**src/rtl/serial_adder_ctrl.sv**
```systemverilog
// serial_adder_ctrl: bit-serial WIDTH-bit adder that sequences one FULL_ADDER_1_BIT, LSB first.
// Optional macro SERIAL_ADDER_SUB_EN enables A-B through i_SUB (B inverted, carry-in forced to 1).
`default_nettype none

module FULL_ADDER_1_BIT (
  input  logic i_BIT_A,
  input  logic i_BIT_B,
  input  logic i_LOWER_CARRY,
  output logic o_FULL_SUM,
  output logic o_FULL_CARRY
);
  assign o_FULL_SUM   = i_BIT_A ^ i_BIT_B ^ i_LOWER_CARRY;
  assign o_FULL_CARRY = (i_BIT_A & i_BIT_B) | (i_LOWER_CARRY & (i_BIT_A ^ i_BIT_B));
endmodule

module serial_adder_ctrl #(
  parameter int WIDTH = 8
) (
  input  logic             i_CLK,
  input  logic             i_RST_N,
  input  logic             i_START,
  input  logic [WIDTH-1:0] i_OPERAND_A,
  input  logic [WIDTH-1:0] i_OPERAND_B,
  input  logic             i_CARRY_IN,
  input  logic             i_SUB,
  output logic             o_BUSY,
  output logic             o_DONE,
  output logic [WIDTH-1:0] o_SUM,
  output logic             o_CARRY_OUT,
  output logic             o_OVERFLOW
);

  localparam int CNT_W = $clog2(WIDTH);
  localparam logic [CNT_W-1:0] LAST_BIT = CNT_W'(WIDTH - 1);

  typedef enum logic {
    IDLE  = 1'b0,
    SHIFT = 1'b1
  } state_t;

  state_t             state_q;
  logic [WIDTH-1:0]   a_q;
  logic [WIDTH-1:0]   b_q;
  logic [WIDTH-2:0]   sum_sh_q;
  logic               carry_q;
  logic [CNT_W-1:0]   cnt_q;
  logic               busy_q;
  logic               done_q;
  logic [WIDTH-1:0]   sum_q;
  logic               cout_q;
  logic               ovf_q;

  logic               w_full_sum;
  logic               w_full_carry;
  logic [WIDTH-1:0]   w_sum_next;
  logic [WIDTH-1:0]   w_b_load;
  logic               w_carry_load;

`ifdef SERIAL_ADDER_SUB_EN
  assign w_b_load     = i_SUB ? ~i_OPERAND_B : i_OPERAND_B;
  assign w_carry_load = i_SUB ? 1'b1 : i_CARRY_IN;
`else
  logic w_unused_sub;
  assign w_unused_sub = i_SUB;
  assign w_b_load     = i_OPERAND_B;
  assign w_carry_load = i_CARRY_IN;
`endif

  FULL_ADDER_1_BIT u_fa (
    .i_BIT_A       (a_q[0]),
    .i_BIT_B       (b_q[0]),
    .i_LOWER_CARRY (carry_q),
    .o_FULL_SUM    (w_full_sum),
    .o_FULL_CARRY  (w_full_carry)
  );

  // New bit enters at the MSB; after WIDTH shifts bit 0 has reached position 0.
  assign w_sum_next = {w_full_sum, sum_sh_q};

  always_ff @(posedge i_CLK or negedge i_RST_N) begin
    if (!i_RST_N) begin
      state_q  <= IDLE;
      a_q      <= '0;
      b_q      <= '0;
      sum_sh_q <= '0;
      carry_q  <= 1'b0;
      cnt_q    <= '0;
      busy_q   <= 1'b0;
      done_q   <= 1'b0;
      sum_q    <= '0;
      cout_q   <= 1'b0;
      ovf_q    <= 1'b0;
    end else begin
      done_q <= 1'b0;
      case (state_q)
        IDLE: begin
          if (i_START) begin
            a_q     <= i_OPERAND_A;
            b_q     <= w_b_load;
            carry_q <= w_carry_load;
            cnt_q   <= '0;
            busy_q  <= 1'b1;
            state_q <= SHIFT;
          end
        end
        SHIFT: begin
          sum_sh_q <= w_sum_next[WIDTH-1:1];
          carry_q  <= w_full_carry;
          a_q      <= a_q >> 1;
          b_q      <= b_q >> 1;
          cnt_q    <= cnt_q + 1'b1;
          if (cnt_q == LAST_BIT) begin
            sum_q   <= w_sum_next;
            cout_q  <= w_full_carry;
            // carry_q holds the carry into the MSB at this point
            ovf_q   <= carry_q ^ w_full_carry;
            done_q  <= 1'b1;
            busy_q  <= 1'b0;
            state_q <= IDLE;
          end
        end
        default: state_q <= IDLE;
      endcase
    end
  end

  assign o_BUSY      = busy_q;
  assign o_DONE      = done_q;
  assign o_SUM       = sum_q;
  assign o_CARRY_OUT = cout_q;
  assign o_OVERFLOW  = ovf_q;

endmodule

`default_nettype wire

```
**config.mk**
```make
export PLATFORM = sky130hd
export DESIGN_NAME = serial_adder_ctrl
export DESIGN_NICKNAME = d
export VERILOG_FILES = /design/src/rtl/serial_adder_ctrl.sv
export SDC_FILE = /design/constraint.sdc
export NUM_CORES = 1
export LEC_CHECK = 0
export CAP_MARGIN = 20
export CORE_MARGIN = 1
export CORE_UTILIZATION = 51
export DETAILED_ROUTE_END_ITERATION = 7
export GPL_TIMING_DRIVEN = 0
export HOLD_SLACK_MARGIN = 0.1
export PLACE_DENSITY_LB_ADDON = 0.3
export RECOVER_POWER = 25
export SLEW_MARGIN = 30
export SYNTH_ARGS = -nofsm -noshare
export SYNTH_HDL_FRONTEND = slang
export SYNTH_SLANG_ARGS = --single-unit
```
**constraint.sdc**
```tcl
create_clock -name i_CLK -period 1.8 [get_ports i_CLK]
set_input_delay 0.45 -clock i_CLK [delete_from_list [all_inputs] [get_ports i_CLK]]
set_output_delay 0.45 -clock i_CLK [all_outputs]
set_load 0.01 [all_outputs]
```
==> results.yml <==
detailed_routing:
  wl_um: 3060
  drt_iter0_drc: 27
  via_per_inst: 5.13
  route.detailed.drc: 0
  via_count: 1097
  wl_per_cell_um: 14.3
  drtAntennaViolNets: 0
  drtPass1Iterations: 4
setup_path:
  worst_ep_required_time_ns: 1.35
  path_buf_inv: 1
  crit_chain: "clkdlybuf4s50_1"
  rr_worst_depth: 5
  cp.depth: 1
  cpPeakStageDelay_ns: 0.54
  worst_ep_arrival_time_ns: 1.27
  crit_fanout: 3
  crit_path_end_kind: "primary output"
  start_kind: "flip-flop"
  path_class: "flip-flop to primary output"
  cp_top_family: "buffers and inverters"
  cp_slowest_cell: "clkdlybuf4s50_1"
pwr:
  p_total_mw: 3.27
  powerDensity_nw_per_um2: 1510
  cellLeakagePower_nw: 1.05
  combinationalPowerShare_pct: 40.0
  ir_drop_v: 0.000816
  p_switching_mw: 1.06
  p_seq_share_pct: 45.9
  p_sw_share_pct: 32.3
  p_int_mw: 2.21
  pwr-share-clk_pct: 14.2
run:
  drv_cap: 0
die:
  die_x_um: 60.1
  die_area_um2: 3620
  coreArea_um2: 3130
  initial_utilization_pct: 55.1
  rows: 20
  die_h_um: 60.1
  ios: 33
grt:
  grt_overflow_total: 0
  grt_max_degree: 23
  antenna_found_initial: 0
  grt_pass1_wl_um: 5160
  track_usage_pct: 20.3
  grt_pass1_vias: 1140
finish:
  regArea_um2: 1000
  nets: 194
  syn2layout_area_growth_pct: 25.5
  multi_input_area_um2: 659
  layout-drive-gt1-share_pct: 18.8
  num-fill-cells: 249
  diodes: 0
  stdcell_count: 214
synth:
  synth_cells: 130
  avgSynthCellArea_um2: 13.3
  syn_nets: 155
  ys_types: 20
  synth_area_leaders: "dfrtp_1, mux2i_1, mux2_4"
  synth_most_common_cell: "dfrtp_1"
  ys_seq_area_share_pct: 58.1
  ys.warnings.count: 0
  ys_top_cells_by_count: "dfrtp_1, mux2i_1, nand2_1, o21ai_0, mux2_4"
  async_flop_share_pct: 100
  synth_largest_area_cell: "dfrtp_1"
  synth_top_area_share_pct: 58.1
  ys_ff_latch: 40
  synth_edf_count: 0
  netlist_area_um2: 1720
  ys.flop_type: "dfrtp_1"
placement:
  pre_cts_slack_ns: 0.279
  portBuffers: 30
  place_inst: 205
  globalplace.congestion: 0.735
  dp_hpwl_um: 2260
sta:
  timing.fmax_mhz: 583
  skew_ns: 0.00695
  setup_slack_ns: 0.0834
  fin_tns_setup_ns: 0
  setup_viol: 0
  finalHoldViolations: 0
  rsz0062_at_grt: "false"
  tightestPinTransition_ns: 1.08
  slew_viol_final: 0
  fin_crit_sh_pct: 95.4
  max-slew-margin-rel_pct: 27.9
  min_period_ns: 1.72
clocking:
  cts.path.max_buffers: 2
  clk_pin_slew_ns: 0.11
  cts_tree: "yes"
  cts_setup_buffers: 0
  htreeDepth: 2
  clk_latency_ns: 0.34
  clockRootBuffer: "clkbuf_4"
  clock_sinks: 40
  cts_made_buffers: 5
min_path:
  hold_depth: 3
  hold_path.class: "input pin to flip-flop"
run_status:
  status: "completed"
## per-layer routing
layer  track usage [%]  wire (um)
met5                 0          0
met4              8.31         55
met3              6.93        144
met2              35.0       1580
met1              22.7       1280
## final cells by class
class | count | area share (%)
clock inverters | 2 | 0.463
well taps | 44 | 2.54
inverters | 2 | 0.347
plain buffers | 8 | 2.20
multi-input cells | 80 | 30.5
clock buffers | 6 | 2.37
repair buffers | 32 | 15.3
flip-flops and latches | 40 | 46.3
## state kept, by name, summed over array words and instances, names as in the netlist
register and flops:
o_BUSY 1, a_q 8, o_SUM 8, state_q 1, o_OVERFLOW 1, sum_sh_q 7, o_DONE 1, cnt_q 3
carry_q 1, o_CARRY_OUT 1, b_q 8
## cell usage in the layout (no fill, tap or decap)
cell / synthesis / final
a21oi_1: 1 / 1
a22o_1: 2 / 2
buf_16: 0 / 1
buf_2: 3 / 2
buf_4: 2 / 2
buf_6: 2 / 1
clkbuf_1: 1 / 4
clkbuf_4: 0 / 5
clkbuf_8: 0 / 1
clkdlybuf4s50_1: 0 / 29
clkinv_2: 0 / 2
dfrtp_1: 40 / 40
dlygate4sd3_1: 0 / 1
fa_1: 1 / 1
ha_1: 3 / 3
inv_1: 2 / 2
mux2_2: 8 / 8
mux2_4: 9 / 9
mux2i_1: 18 / 18
nand2_1: 15 / 15
nand2_2: 1 / 1
nand2b_1: 1 / 1
nor2_1: 4 / 4
o21ai_0: 15 / 15
o22ai_1: 1 / 1
xor2_1: 1 / 1
## stage by stage
stage | cell area (um2) | hold slack, ns | utilization, %
6_report | 2160 | 0.496 | 69.2
5_1_grt | 2160 | 0.507 | 69.2
4_1_cts | 2170 | 0.497 | 69.5
3_5_place_dp | 2100 | 0.423 | 67.2
3_3_place_gp | 2080 | 0.463 | 66.5
2_1_floorplan | 1720 | 0.154 | -
## kinds of logic (layout without fill, tap and decap cells)
kind of cell | Yosys count | count (layout) | synth area share [%]
buffers and inverters | 10 | 50 | 3.70
adder cells (fa/ha/maj) | 4 | 4 | 3.34
multiplexers | 35 | 35 | 23.5
AO/OA/AOI/OAI | 19 | 19 | 6.02
AND/OR/NAND/NOR | 21 | 21 | 4.86
flip-flops | 40 | 40 | 58.1
XOR/XNOR | 1 | 1 | 0.508
## worst paths after layout
kind / endpoint / slack (ns) / startpoint
min: b_q[7] / 0.50 / i_START
min in group asynchronous: cnt_q[2] / 0.82 / i_RST_N
min reg2reg: b_q[2] / 0.51 / b_q[3]
max: o_BUSY / 0.08 / o_BUSY
max reg2reg: o_SUM[2] / 0.26 / cnt_q[0]
max in group asynchronous: carry_q / 0.33 / i_RST_N
## power by group through the flow
stage                     Clock (mW)  Combinational, mW  Sequential, mW
after floorplan                    0              0.823            1.52
after global placement             0               1.26            1.49
after detailed placement           0               1.34            1.53
after CTS                      0.476               1.35            1.50
after global routing           0.514               1.43            1.55
final                          0.463               1.31            1.50
## repair_timing
| item | CTS | global route |
|---|---|---|
| resized for setup | 0 | 0 |
| hold endpoints to repair | 18 | 0 |
| hold buffers | 1 | 0 |
Note: power is estimated with default switching activity, not from simulation.
==> patch (same flow settings) <==
Add a define of `SERIAL_ADDER_SUB_EN`.
--- a/src/rtl/serial_adder_ctrl.sv
+++ b/src/rtl/serial_adder_ctrl.sv
@@ -2,4 +2,6 @@
 // Optional macro SERIAL_ADDER_SUB_EN enables A-B through i_SUB (B inverted, carry-in forced to 1).
 `default_nettype none
+
+`define SERIAL_ADDER_SUB_EN
 
 module FULL_ADDER_1_BIT (
Formal check against the unedited RTL: not equivalent (a bounded check fails within 10 cycles, from zero or initial values and one cycle with i_RST_N low).
==> patch against the unedited design <==
- register-to-register slack about the same
- cell area increased by 6.8%
- count of clock-buffer cells in the layout increased by 1
- power increased by 3.7%
- critical path type unchanged
- area after synthesis increased by 7.8%
- routed wire length increased by 7.5%
- non-clock buffer count increased by 2
- sequential cell count unchanged
- die area increased by 7.6%
- sequential share of layout area decreased by 2.9 points
- setup slack improved by 5.0 ps
==> patch: results <==
set metrics [dict create \
    n_fill_cell 266 \
    die_w_um 62.4 \
    synth.distinct_cells 31 \
    wl_met1_um 1400 \
    clock_skew_ps 5.81 \
    max-vdd-ir-drop_mv 0.615 \
    synth.avg_cell_area_um2 13.4 \
    synth-xor-area-share_pct 4.24 \
    met2_usage_pct 32.7 \
    multi_input_area_share_pct 32.8 \
    comb.multi_input.count 88 \
    synthAdderAreaFrac_pct 3.10 \
    drive_gt1_share_pct 20.1 \
    worstMarginPinSlew_ps 1160 \
    clk_share_pct 2.82 \
    leakagePower_nw 1.08 \
    drt_iter0_drc 17 \
    synthMuxAreaShare_pct 17.0 \
    post_drt_wl_per_cell_um 14.6 \
    status "finished clean" \
    min_path_type "reg -> reg" \
    met3_length_um 111 \
    finalNonFillerCells 225 \
    seq_share_pct 43.3 \
    place.port_buffers 31 \
    met3_usage_pct 4.01 \
    grt_pass1_vias 1192 \
    place_ws_ps 38.9 \
]
patch: cell count changes in the layout (fill, tap and decap cells not counted), moves of 3 or more:
cell      unedited run  this run
xnor2_1              0         5
o21ai_0             15         2
mux2i_1             18         9
nand2_1             15        12
o211ai_1             0         4
and2_0               0         3
xor2_1               1         4
o21ai_1              0         5
a221o_1              0         3
or3b_1               0         4
patch: worst paths after layout:
path / startpoint / to / slack, ps / depth (start not counted)
setup / recovery: o_BUSY / o_BUSY / 90 / 1
hold / removal: cnt_q[0] / cnt_q[0] / 500 / 1
setup reg to reg: cnt_q[0] / o_OVERFLOW / 260 / 5
hold reg to reg: cnt_q[0] / cnt_q[0] / 500 / 1
max in group asynchronous: i_RST_N / a_q[0] / 270 / 2
min in group asynchronous: i_RST_N / o_SUM[0] / 840 / 2
patch: where the power goes:
part	internal (mW)	total (mW)	switching, mW
registers	1.27	1.49	0.221
logic	0.833	1.40	0.571
clock network	0.222	0.495	0.274
total	2.32	3.39	1.07
